### src/rtl/instr_fetch_unit.sv
// Instruction fetch/sequencing stage: PC, ROM read sequencing, IR field split, BZ/JMP/HLT resolution.
// Define IFU_BRANCH_EN to enable BZ/JMP redirection; otherwise Op 13/14 fall through as NOPs.
module instr_fetch_unit #(
  parameter int PC_W    = 8,
  parameter int MEM_LAT = 1
) (
  input  logic            clk,
  input  logic            rst,
  input  logic            stall,
  input  logic            zero_flag,
  output logic            imem_rden,
  output logic [PC_W-1:0] imem_addr,
  input  logic [15:0]     imem_q,
  output logic [3:0]      op,
  output logic [3:0]      rd,
  output logic [3:0]      rs,
  output logic [3:0]      rt,
  output logic [7:0]      imm8,
  output logic [PC_W-1:0] pc,
  output logic            instr_valid,
  output logic            halted
);

  typedef enum logic [1:0] {
    FETCH = 2'd0,
    WAIT  = 2'd1,
    ISSUE = 2'd2,
    HALT  = 2'd3
  } state_t;

  state_t          state_r;
  logic [15:0]     ir_r;
  logic [PC_W-1:0] pc_r;
  logic [1:0]      cnt_r;
  logic            rden_r;
  logic            valid_r;
  logic            halted_r;
  logic [PC_W-1:0] pc_inc_s;
  logic [PC_W-1:0] next_pc_s;

  assign pc_inc_s = pc_r + {{(PC_W-1){1'b0}}, 1'b1};

`ifdef IFU_BRANCH_EN
  // Next-PC select; sign-extending imm8 then truncating to PC_W (<= 8) is just its low PC_W bits.
  always_comb begin
    next_pc_s = pc_inc_s;
    case (ir_r[15:12])
      4'd13: begin
        if (zero_flag) begin
          next_pc_s = pc_r + ir_r[PC_W-1:0];
        end else begin
          next_pc_s = pc_inc_s;
        end
      end
      4'd14:   next_pc_s = ir_r[PC_W-1:0];
      default: next_pc_s = pc_inc_s;
    endcase
  end
`else
  logic unused_zero_flag_s;
  assign unused_zero_flag_s = zero_flag;
  assign next_pc_s = pc_inc_s;
`endif

  // Sequencer FSM. rden is a register, so the FETCH entered by reset spends one
  // extra cycle raising it; FETCH entered from ISSUE arrives with rden already high.
  always_ff @(posedge clk) begin
    if (rst) begin
      state_r  <= FETCH;
      ir_r     <= 16'h0000;
      pc_r     <= {PC_W{1'b0}};
      cnt_r    <= 2'd0;
      rden_r   <= 1'b0;
      valid_r  <= 1'b0;
      halted_r <= 1'b0;
    end else begin
      case (state_r)
        FETCH: begin
          if (rden_r) begin
            rden_r  <= 1'b0;
            cnt_r   <= 2'(MEM_LAT - 1);
            state_r <= WAIT;
          end else begin
            rden_r <= 1'b1;
          end
        end
        WAIT: begin
          if (cnt_r == 2'd0) begin
            ir_r    <= imem_q;
            valid_r <= 1'b1;
            state_r <= ISSUE;
          end else begin
            cnt_r <= cnt_r - 2'd1;
          end
        end
        ISSUE: begin
          if (!stall) begin
            valid_r <= 1'b0;
            if (ir_r[15:12] == 4'hF) begin
              halted_r <= 1'b1;
              state_r  <= HALT;
            end else begin
              pc_r    <= next_pc_s;
              rden_r  <= 1'b1;
              state_r <= FETCH;
            end
          end else begin
            valid_r <= 1'b1;
          end
        end
        HALT: begin
          state_r  <= HALT;
          halted_r <= 1'b1;
        end
        default: begin
          state_r <= FETCH;
          rden_r  <= 1'b0;
          valid_r <= 1'b0;
        end
      endcase
    end
  end

  assign imem_rden   = rden_r;
  assign imem_addr   = pc_r;
  assign pc          = pc_r;
  assign op          = ir_r[15:12];
  assign rd          = ir_r[11:8];
  assign rs          = ir_r[7:4];
  assign rt          = ir_r[3:0];
  assign imm8        = ir_r[7:0];
  assign instr_valid = valid_r;
  assign halted      = halted_r;

endmodule
### config.mk
export PLATFORM = sky130hd
export DESIGN_NAME = instr_fetch_unit
export DESIGN_NICKNAME = d
export VERILOG_FILES = /design/src/rtl/instr_fetch_unit.sv
export SDC_FILE = /design/constraint.sdc
export NUM_CORES = 1
export LEC_CHECK = 0
export ABC_AREA = 1
export BUFFER_PORTS_ARGS = -buffer_cell sky130_fd_sc_hd__buf_2
export CORE_MARGIN = 2
export CORE_UTILIZATION = 50
export DETAILED_ROUTE_END_ITERATION = 8
export PLACE_DENSITY = 0.83
export SLEW_MARGIN = 15
export SYNTH_ARGS = -nofsm -noshare
export SYNTH_HDL_FRONTEND = slang
export SYNTH_SLANG_ARGS = --single-unit
### constraint.sdc
create_clock -name clk -period 3.24 [get_ports clk]
set_input_delay 0.324 -clock clk [delete_from_list [all_inputs] [get_ports clk]]
set_output_delay 0.324 -clock clk [all_outputs]
set_load 0.01 [all_outputs]
==> flow_summary.yaml, run 1 <==
synth:
  synthesis.area_um2: 1470
  ys_ff_latch: 31
  synth.yosys.seq_area_share: 0.422
  avgSynthCellArea_um2: 7.27
  yosys_warnings: 0
  synth.distinct_cells: 25
  synth_nets: 224
  syn_inst: 202
clock_tree:
  htree_levels: 2
  cts_resized: 0
  clockBufferDepth: 2
  clk_pin_slew_ns: 0.09
  cts_buffers: 5
  cts_tree: "done"
  postCtsSetupRepairBufs: 0
  cts.sink_count: 31
  cts_hold_buf: 0
  cts-root-buf: "clkbuf_4"
  insertion_delay_ns: 0.32
run:
  maxCapViolations: 0
power_and_ir_drop:
  peakVddDrop_uv: 497
  power.density_nw_per_um2: 745
  leakagePower_uw: 0.000872
  total_power_uw: 1270
critical_path:
  crit_chain: "inv_1 > ha_1 > o21ai_0 > inv_1 > a21oi_1 > nor2_1"
  required_ns: 3.47
  endpoint_kind: "flop"
  cp_top_family: "compound AO/OA/AOI/OAI gates"
  timing_worst_setup_path_type: "reg -> reg"
  startpoint_type: "flop"
  cp_slowest_cell: "dfxtp_1"
  cp.buffers_inverters: 2
  cpMostUsedCell: "inv_1"
  cp.arrival_ns: 1.57
  max_stage_delay_ns: 0.34
  worstPathMaxFanout: 3
cells_and_area:
  nFillCells: 265
  regArea_um2: 621
  n_antenna_cell: 0
  multi_input_area_um2: 604
  drive_gt1_frac: 0.313
  nNetsFinal: 271
  area_delta_synth_final_pct: 16.3
placed_design:
  port_buffers: 61
  hpwlAfterDp_um: 2110
  gp_congestion: 0.818
global_route:
  grt_pass1_vias: 1179
  grt_pass1_wl_um: 4690
  grt_remaining_overflow: 0
  grt_start_max_net_pins: 23
  grt_antenna_before_repair: 0
  grt_usage: 0.181
detailed_routing:
  drt-initial-drc-count: 64
  ant_nets: 0
  drtPass1Iterations: 4
  wl_per_cell_um: 10.0
  drc_errors: 0
  vias_per_cell: 4.71
  drt_wl_total_um: 2810
  num_vias: 1318
die:
  coreArea_um2: 2780
  row_count: 19
  die_h_um: 58.2
  die-area_um2: 3390
  ios: 63
  initial_core_util: 0.528
  dieWidth_um: 58.2
sta:
  finalMaxSlewViolations: 0
  finalHoldViolCount: 0
  fmax_mhz: 744
  worst_pin_slew_ns: 0.403
  setup_tns_ns: 0
  fin_skew_ns: 0.00927
  relSlewSlack: 0.731
  rsz0062_at_grt: "no"
  final.period_utilization: 0.415
  finalSetupViolCount: 0
  min_period_ns: 1.34
hold_path:
  hold_class: "in -> reg"
run_status:
  status: "completed"
-- cell type report --
cell class,instances,area share
inverter,20,0.0484
timing repair buffer,61,0.179
clock inverter,1,0.00293
tap,31,0.0227
sequential,31,0.363
clock buffer,6,0.0300
multi-input combinational,130,0.354
-- worst reg2reg max path: stages, from the launching register on --
cell,delay (ns)
dfxtp_1,0.34
inv_1,0.06
ha_1,0.28
o21ai_0,0.29
inv_1,0.09
a21oi_1,0.13
nor2_1,0.05
-- final timing paths --
kind / from / slack, ns / endpoint / depth (start not counted)
worst max register to register: cnt_r[0]$_SDFFE_PP0P_ / 1.90 / cnt_r[0]$_SDFFE_PP0P_ / 6
worst min register to register: ir_r[8]$_SDFFE_PP0P_ / 0.47 / ir_r[8]$_SDFFE_PP0P_ / 2
worst min-delay path: imem_q[11] / 0.23 / ir_r[11]$_SDFFE_PP0P_ / 3
worst max-delay path: cnt_r[0]$_SDFFE_PP0P_ / 1.90 / cnt_r[0]$_SDFFE_PP0P_ / 6
-- state kept, by name (all words and copies together), names as in the netlist --
signal and flops:
ir_r 16, imem_addr 8, cnt_r 2, state_r 2
halted 1, imem_rden 1, instr_valid 1
-- layer usage --
layer	share of wire	up-vias	track usage
met5	0	-	0
met4	0.019	0	0.0797
met3	0.055	6	0.0647
met2	0.49	35	0.310
met1	0.43	571	0.202
li1	-	706	-
-- kinds of logic (layout without fill, tap and decap cells) --
| kind of cell | after synthesis | count (layout) | synth area share |
|---|---|---|---|
| simple gates | 98 | 98 | 0.285 |
| buf+inv | 41 | 88 | 0.166 |
| flops | 31 | 31 | 0.422 |
| compound gates | 29 | 29 | 0.103 |
| fa+ha+maj | 2 | 2 | 0.0170 |
| xor+xnor | 1 | 1 | 0.00596 |
-- synthesized netlist by cell type --
master,n,share of area
nand2_1,60,0.15
dfxtp_1,31,0.42
nor2_1,24,0.061
a21oi_1,21,0.072
buf_4,16,0.082
inv_1,15,0.038
nand3_1,5,0.017
o21ai_0,5,0.017
buf_6,3,0.023
nor3_1,3,0.010
clkbuf_1,2,0.0051
ha_1,2,0.017
inv_2,2,0.0051
nand3_2,2,0.014
a21oi_2,1,0.0060
clkinv_1,1,0.0026
clkinv_4,1,0.0060
inv_4,1,0.0043
nand2_4,1,0.0077
nand2_8,1,0.014
nand4_1,1,0.0043
nor2_2,1,0.0043
o21ai_1,1,0.0034
o21bai_1,1,0.0051
xnor2_1,1,0.0060
-- metrics by stage --
stage               utilization  hold slack (ns)  cells  worst slack [ns]  area (um^2)
floorplan                     -            0.403    202              2.04         1470
CTS                       0.614            0.219    280              1.90         1710
finish                    0.614            0.235    280              1.90         1710
global placement          0.594            0.444    273              1.87         1650
detailed placement        0.594            0.456    273              1.86         1650
global route              0.614            0.226    280              1.78         1710
-- layout by cell type (no fill, tap or decap), drive strengths merged --
cell     n
xnor2    1
nand2   62
nor2    25
clkbuf   6
buf     61
a21oi   22
nor3     3
nand4    1
o21ai    6
ha       2
inv     18
dfxtp   31
nand3    7
clkinv   3
o21bai   1
-- power by group --
part / leakage [uW] / internal, uW / switching (uW) / total (uW)
sequential: 0.000252 / 467 / 61.1 / 528
clock: 0.0000341 / 100 / 122 / 222
combinational: 0.000586 / 195 / 328 / 523
total: 0.000872 / 761 / 511 / 1270
(Power assumes the default switching activity.)
==> run 2: changes to the inputs <==
- ABC_AREA: 1 -> 0
- CORE_UTILIZATION: 50 -> 46
- PLACE_DENSITY: 0.83 -> 0.78
- clock period: 3.24 -> 1.3 ns (I/O delays scaled with it)
==> flow_summary.yaml, run 2 <==
run_status:
  status: "finished, violations left"
  failed_checks: "negative setup slack"
die:
  dieWidth_um: 59.9
  ios: 63
  row_count: 20
  die-area_um2: 3590
  coreArea_um2: 3000
  die_h_um: 59.9
  initial_core_util: 0.479
synth:
  synthTopCellsByArea: "dfxtp_1, a21oi_1, nand2_1"
  synth-main-ff-cell: "dfxtp_1"
  synth-edff-count: 0
  yosysTopAreaCell: "dfxtp_1"
  synthesis.area_um2: 1440
  synth.yosys.seq_area_share: 0.431
  synth_most_common_cell: "nand2_1"
  synth_nets: 199
  avgSynthCellArea_um2: 8.13
  synth_top_area_share: 0.431
  syn_inst: 177
  yosys_warnings: 0
  synthTopCellsByCount: "nand2_1, dfxtp_1, a21oi_1, buf_4, o21ai_0"
  async_flop_share: 0
  ys_ff_latch: 31
  synth.distinct_cells: 32
clock_tree:
  clk_pin_slew_ns: 0.09
  clockBufferDepth: 2
  insertion_delay_ns: 0.32
  cts_tree: "done"
  htree_levels: 2
  cts_buffers: 5
  cts.sink_count: 31
  cts-root-buf: "clkbuf_4"
detailed_routing:
  vias_per_cell: 5.14
  drtPass1Iterations: 5
  drt-initial-drc-count: 59
  drc_errors: 0
  wl_per_cell_um: 12.8
  num_vias: 1418
  ant_nets: 0
  drt_wl_total_um: 3520
cells_and_area:
  mostFrequentLayoutCells: "buf_2, nand2_1, dfxtp_1"
  drive_gt1_frac: 0.556
  n_antenna_cell: 0
  final_cells: 276
  nNetsFinal: 266
  area_delta_synth_final_pct: 40.7
  largest_reg_flops: 16
  largest-register: "ir_r"
  layout_commonest_cell: "buf_2"
power_and_ir_drop:
  p_clk_frac: 0.215
  power_switching_uw: 730
  sequentialPowerShare: 0.485
  swShare: 0.322
  leakagePower_uw: 0.000914
  peakVddDrop_uv: 784
  power.density_nw_per_um2: 1120
  total_power_uw: 2270
  p_int_uw: 1540
  p_comb_frac: 0.300
critical_path:
  reg2reg_to: "imem_addr[5]$_SDFFE_PP0P_"
  timing_worst_setup_path_type: "reg -> reg"
  required_ns: 1.52
  endpoint_kind: "flop"
  worstRegToRegCells: 3
  startpoint_type: "flop"
  r2r_start: "state_r[1]$_SDFFE_PP0P_"
  worstPathMaxFanout: 6
  rrSetupSlack_ns: -0.15
  cp.arrival_ns: 1.67
sta:
  finalMaxSlewViolations: 0
  relSlewSlack: 0.819
  whs_ns: 0.0372
  rsz0062_at_grt: "yes"
  finalSetupViolCount: 9
  fin_skew_ns: 0.00294
  layout_setup_ws_ns: -0.148
  fmax_mhz: 690
  min_period_ns: 1.45
  worst_pin_slew_ns: 0.269
  final.period_utilization: 1.11
  finalHoldViolCount: 0
placed_design:
  dp_cells: 265
  hpwlAfterDp_um: 2380
  gp_congestion: 0.779
  port_buffers: 61
  detailedPlace.worstSlack_ns: -0.239
hold_path:
  min_to: "ir_r[1]$_SDFFE_PP0P_"
  min_path_cells: 3
  min_from: "imem_q[1]"
  hold_class: "in -> reg"
global_route:
  grt_remaining_overflow: 0
  grt_antenna_before_repair: 0
  grt_pass1_wl_um: 5260
  grt_start_max_net_pins: 18
  grt_pass1_vias: 1203
  grt_usage: 0.202
run:
  maxCapViolations: 0
==> run 2: cell types whose count changed after synthesis, moves of 3 or more <==
cell,delta
inv_1,-8
buf_2,+3
mux2_2,+3
or4_1,+3
o31ai_1,+4
nor2b_1,+5
o21ai_0,+3
clkbuf_1,+5
a21oi_1,+5
nor2_1,-21
nand2_1,-26
==> run 2: cells by family (layout without fill, tap and decap cells) <==
family | count (synthesis) | count (layout) | share of synthesized area
simple gates | 65 | 66 | 0.227
fa+ha+maj | 2 | 2 | 0.0174
mux | 3 | 3 | 0.0235
buf+inv | 34 | 99 | 0.138
compound gates | 42 | 42 | 0.163
flops | 31 | 31 | 0.431
==> run 2: metrics by stage <==
stage	area (um^2)	util	TNS [ns]
6_report	2020	0.674	-0.719
5_1_grt	2020	0.674	-1.44
4_1_cts	1890	0.630	-0.681
3_5_place_dp	1800	0.598	-2.13
3_3_place_gp	1800	0.598	-1.93
2_1_floorplan	1490	-	-0.644
==> run 2: worst max path at each step <==
stage	start	endpoint	slack, ns	cells past startpoint
2_1_floorplan	state_r[1]$_SDFFE_PP0P_	imem_addr[6]$_SDFFE_PP0P_	-0.14	4
5_1_grt	state_r[0]$_SDFFE_PP0P_	imem_addr[3]$_SDFFE_PP0P_	-0.20	3
3_5_place_dp	ir_r[15]$_SDFFE_PP0P_	imem_addr[5]$_SDFFE_PP0P_	-0.24	3
6_report	state_r[1]$_SDFFE_PP0P_	imem_addr[5]$_SDFFE_PP0P_	-0.15	3
3_3_place_gp	state_r[1]$_SDFFE_PP0P_	imem_addr[5]$_SDFFE_PP0P_	-0.15	3
4_1_cts	state_r[1]$_SDFFE_PP0P_	imem_addr[5]$_SDFFE_PP0P_	-0.15	3
==> run 2: power groups by stage <==
stage,registers (uW),logic [uW],clock network [uW]
final,1100,681,489
after global routing,1110,756,537
after CTS,1090,572,502
after detailed placement,1110,552,0
after global placement,1110,546,0
after floorplan,1150,313,0
==> run 2: critical path, cell delays in order (launching register included) <==
cell,delay (ns)
dfxtp_2,0.34
or3b_4,0.42
nor4b_4,0.26
mux2_4,0.32
==> run 2: per-layer routing <==
layer	up-vias	GRT usage	share of wire
met5	-	0	0
met4	0	0.0857	0.0088
met3	2	0.0649	0.056
met2	44	0.342	0.50
met1	646	0.231	0.43
li1	726	-	-
==> run 2: layout make-up <==
type / instances / area (um^2)
clock buffers: 6 / 41.3
multi-input cells: 113 / 778
fillers: 254 / 978
flip-flops and latches: 31 / 629
repair buffers: 86 / 508
inverters: 7 / 26.3
well taps: 33 / 41.3
==> run 2: timing repair <==
item | CTS | global route
cloned | 1 | 1
hold buffers | 0 | 0
buffers inserted | 3 | 0
endpoints found under the setup margin | 25 | 24
resized for setup | 7 | 41
pin swaps | 4 | 22
==> run 3: changes to the inputs <==
- CORE_MARGIN: 2 -> 4
- CORE_UTILIZATION: 46 -> 48
- CTS_BUF_LIST: not set -> sky130_fd_sc_hd__clkbuf_8
- PLACE_DENSITY: 0.78 -> 0.81
- SLEW_MARGIN: 15 -> not set
==> flow_summary.yaml, run 3 (synthesis gave the netlist of run 2 again) <==
sta:
  final.period_utilization: 1.15
  finalSetupViolCount: 24
  min_period_ns: 1.49
  finalHoldViolCount: 0
  relSlewSlack: 0.757
  fin_skew_ns: 0.00329
  finalMaxSlewViolations: 0
  worst_pin_slew_ns: 0.364
  layout_setup_ws_ns: -0.189
  fmax_mhz: 672
  rsz0062_at_grt: "yes"
die:
  coreArea_um2: 2810
  initial_core_util: 0.513
  ios: 63
  dieWidth_um: 62.8
  die_h_um: 62.8
  row_count: 19
  die-area_um2: 3940
cells_and_area:
  largest-register: "ir_r"
  layout_commonest_cell: "buf_2"
  stdcell_area_um2: 2170
  n_antenna_cell: 0
  drive_gt1_frac: 0.584
  area_delta_synth_final_pct: 51.0
  utilization: 0.775
  mostFrequentLayoutCells: "buf_2, dfxtp_1, nand2_1, buf_4, a21oi_2"
  largest_reg_flops: 16
  nNetsFinal: 267
clock_tree:
  clockBufferDepth: 2
  cts.sink_count: 31
  cts_hold_buf: 0
  cts-root-buf: "clkbuf_8"
  cts_tree: "done"
  cts_buffers: 5
  htree_levels: 2
  clk_pin_slew_ns: 0.06
  insertion_delay_ns: 0.28
global_route:
  grt_antenna_before_repair: 0
  met1_usage: 0.206
  grt_pass1_wl_um: 5900
  grt_usage: 0.187
  grt_use_met2: 0.322
  use_met3: 0.0683
  grt_start_max_net_pins: 20
  grt_pass1_vias: 1329
  grt.busiest_layer: "met2"
  grt_remaining_overflow: 0
detailed_routing:
  drt_wl_total_um: 4210
  drc_errors: 0
  wl_per_cell_um: 15.3
  drt-initial-drc-count: 58
  num_vias: 1483
  ant_nets: 0
  drtPass1Iterations: 4
  vias_per_cell: 5.37
run:
  maxCapViolations: 0
power_and_ir_drop:
  p_comb_frac: 0.296
  leakagePower_uw: 0.000990
  peakVddDrop_uv: 953
  p_clk_frac: 0.289
  swShare: 0.321
  sequentialPowerShare: 0.415
  power_switching_uw: 861
  p_int_uw: 1820
  power.density_nw_per_um2: 1230
critical_path:
  timing_worst_setup_path_type: "reg -> reg"
  required_ns: 1.52
  startpoint_type: "flop"
  cp.arrival_ns: 1.71
  worstPathMaxFanout: 7
  worstRegToRegCells: 3
  endpoint_kind: "flop"
  rrSetupSlack_ns: -0.19
placed_design:
  hpwlAfterDp_um: 2480
  port_buffers: 61
  gp_congestion: 0.781
  detailedPlace.worstSlack_ns: -0.182
  dpl_cell_area_um2: 1800
hold_path:
  min_path_cells: 3
  hold_class: "in -> reg"
run_status:
  failed_checks: "negative setup slack"
  status: "finished, violations left"
run 3: stage by stage:
step | cells | total power [uW] | hold WS (ns) | setup TNS, ns
2_1_floorplan | 177 | 1470 | 0.258 | -0.644
3_3_place_gp | 262 | 1660 | 0.371 | -1.63
3_5_place_dp | 262 | 1680 | 0.369 | -2.38
4_1_cts | 270 | 2450 | 0.0684 | -0.813
5_1_grt | 276 | 2810 | 0.0947 | -4.22
6_report | 276 | 2680 | 0.0862 | -2.31
run 3: worst paths after layout:
check                                                  to                     from
worst max-delay path            imem_addr[3]$_SDFFE_PP0P_  state_r[1]$_SDFFE_PP0P_
worst min-delay path                ir_r[14]$_SDFFE_PP0P_               imem_q[14]
worst max register to register  imem_addr[3]$_SDFFE_PP0P_  state_r[1]$_SDFFE_PP0P_
worst min register to register        halted$_SDFFE_PP0P_      halted$_SDFFE_PP0P_
run 3: critical path, stage by stage, from the launching register on:
cell and delay [ns]:
dfxtp_2 0.35, or3b_4 0.45, or4_4 0.50, a21oi_2 0.12
run 3: what timing repair did:
action / 4_1_cts / 5_1_grt
buffers inserted: 0 / 4
gates resized for setup: 3 / 55
gates cloned: 1 / 2
setup endpoints to repair: 25 / 25
pin swaps: 2 / 25
run 3: area by class of cell:
cell class / instances / area [um^2]
clock inverters: 1 / 5.00
well taps: 31 / 38.8
inverters: 7 / 26.3
fillers: 188 / 632
multi-input cells: 113 / 842
clock buffers: 6 / 82.6
flip-flops and latches: 31 / 627
repair buffers: 87 / 552
run 3: power by group through the flow:
stage	sequential, uW	clock, uW	combinational [uW]
CTS	1090	779	575
global route	1120	834	855
floorplan	1150	0	313
global placement	1110	0	557
finish	1110	775	795
detailed placement	1110	0	567
run 3: per-layer routing:
metal  vias to the layer above  share of wire  wire length [um]
li1                        725              -                 -
met1                       695           0.39              1640
met2                        55           0.53              2230
met3                         8          0.065               273
met4                         0          0.016                69
met5                         -              0                 0
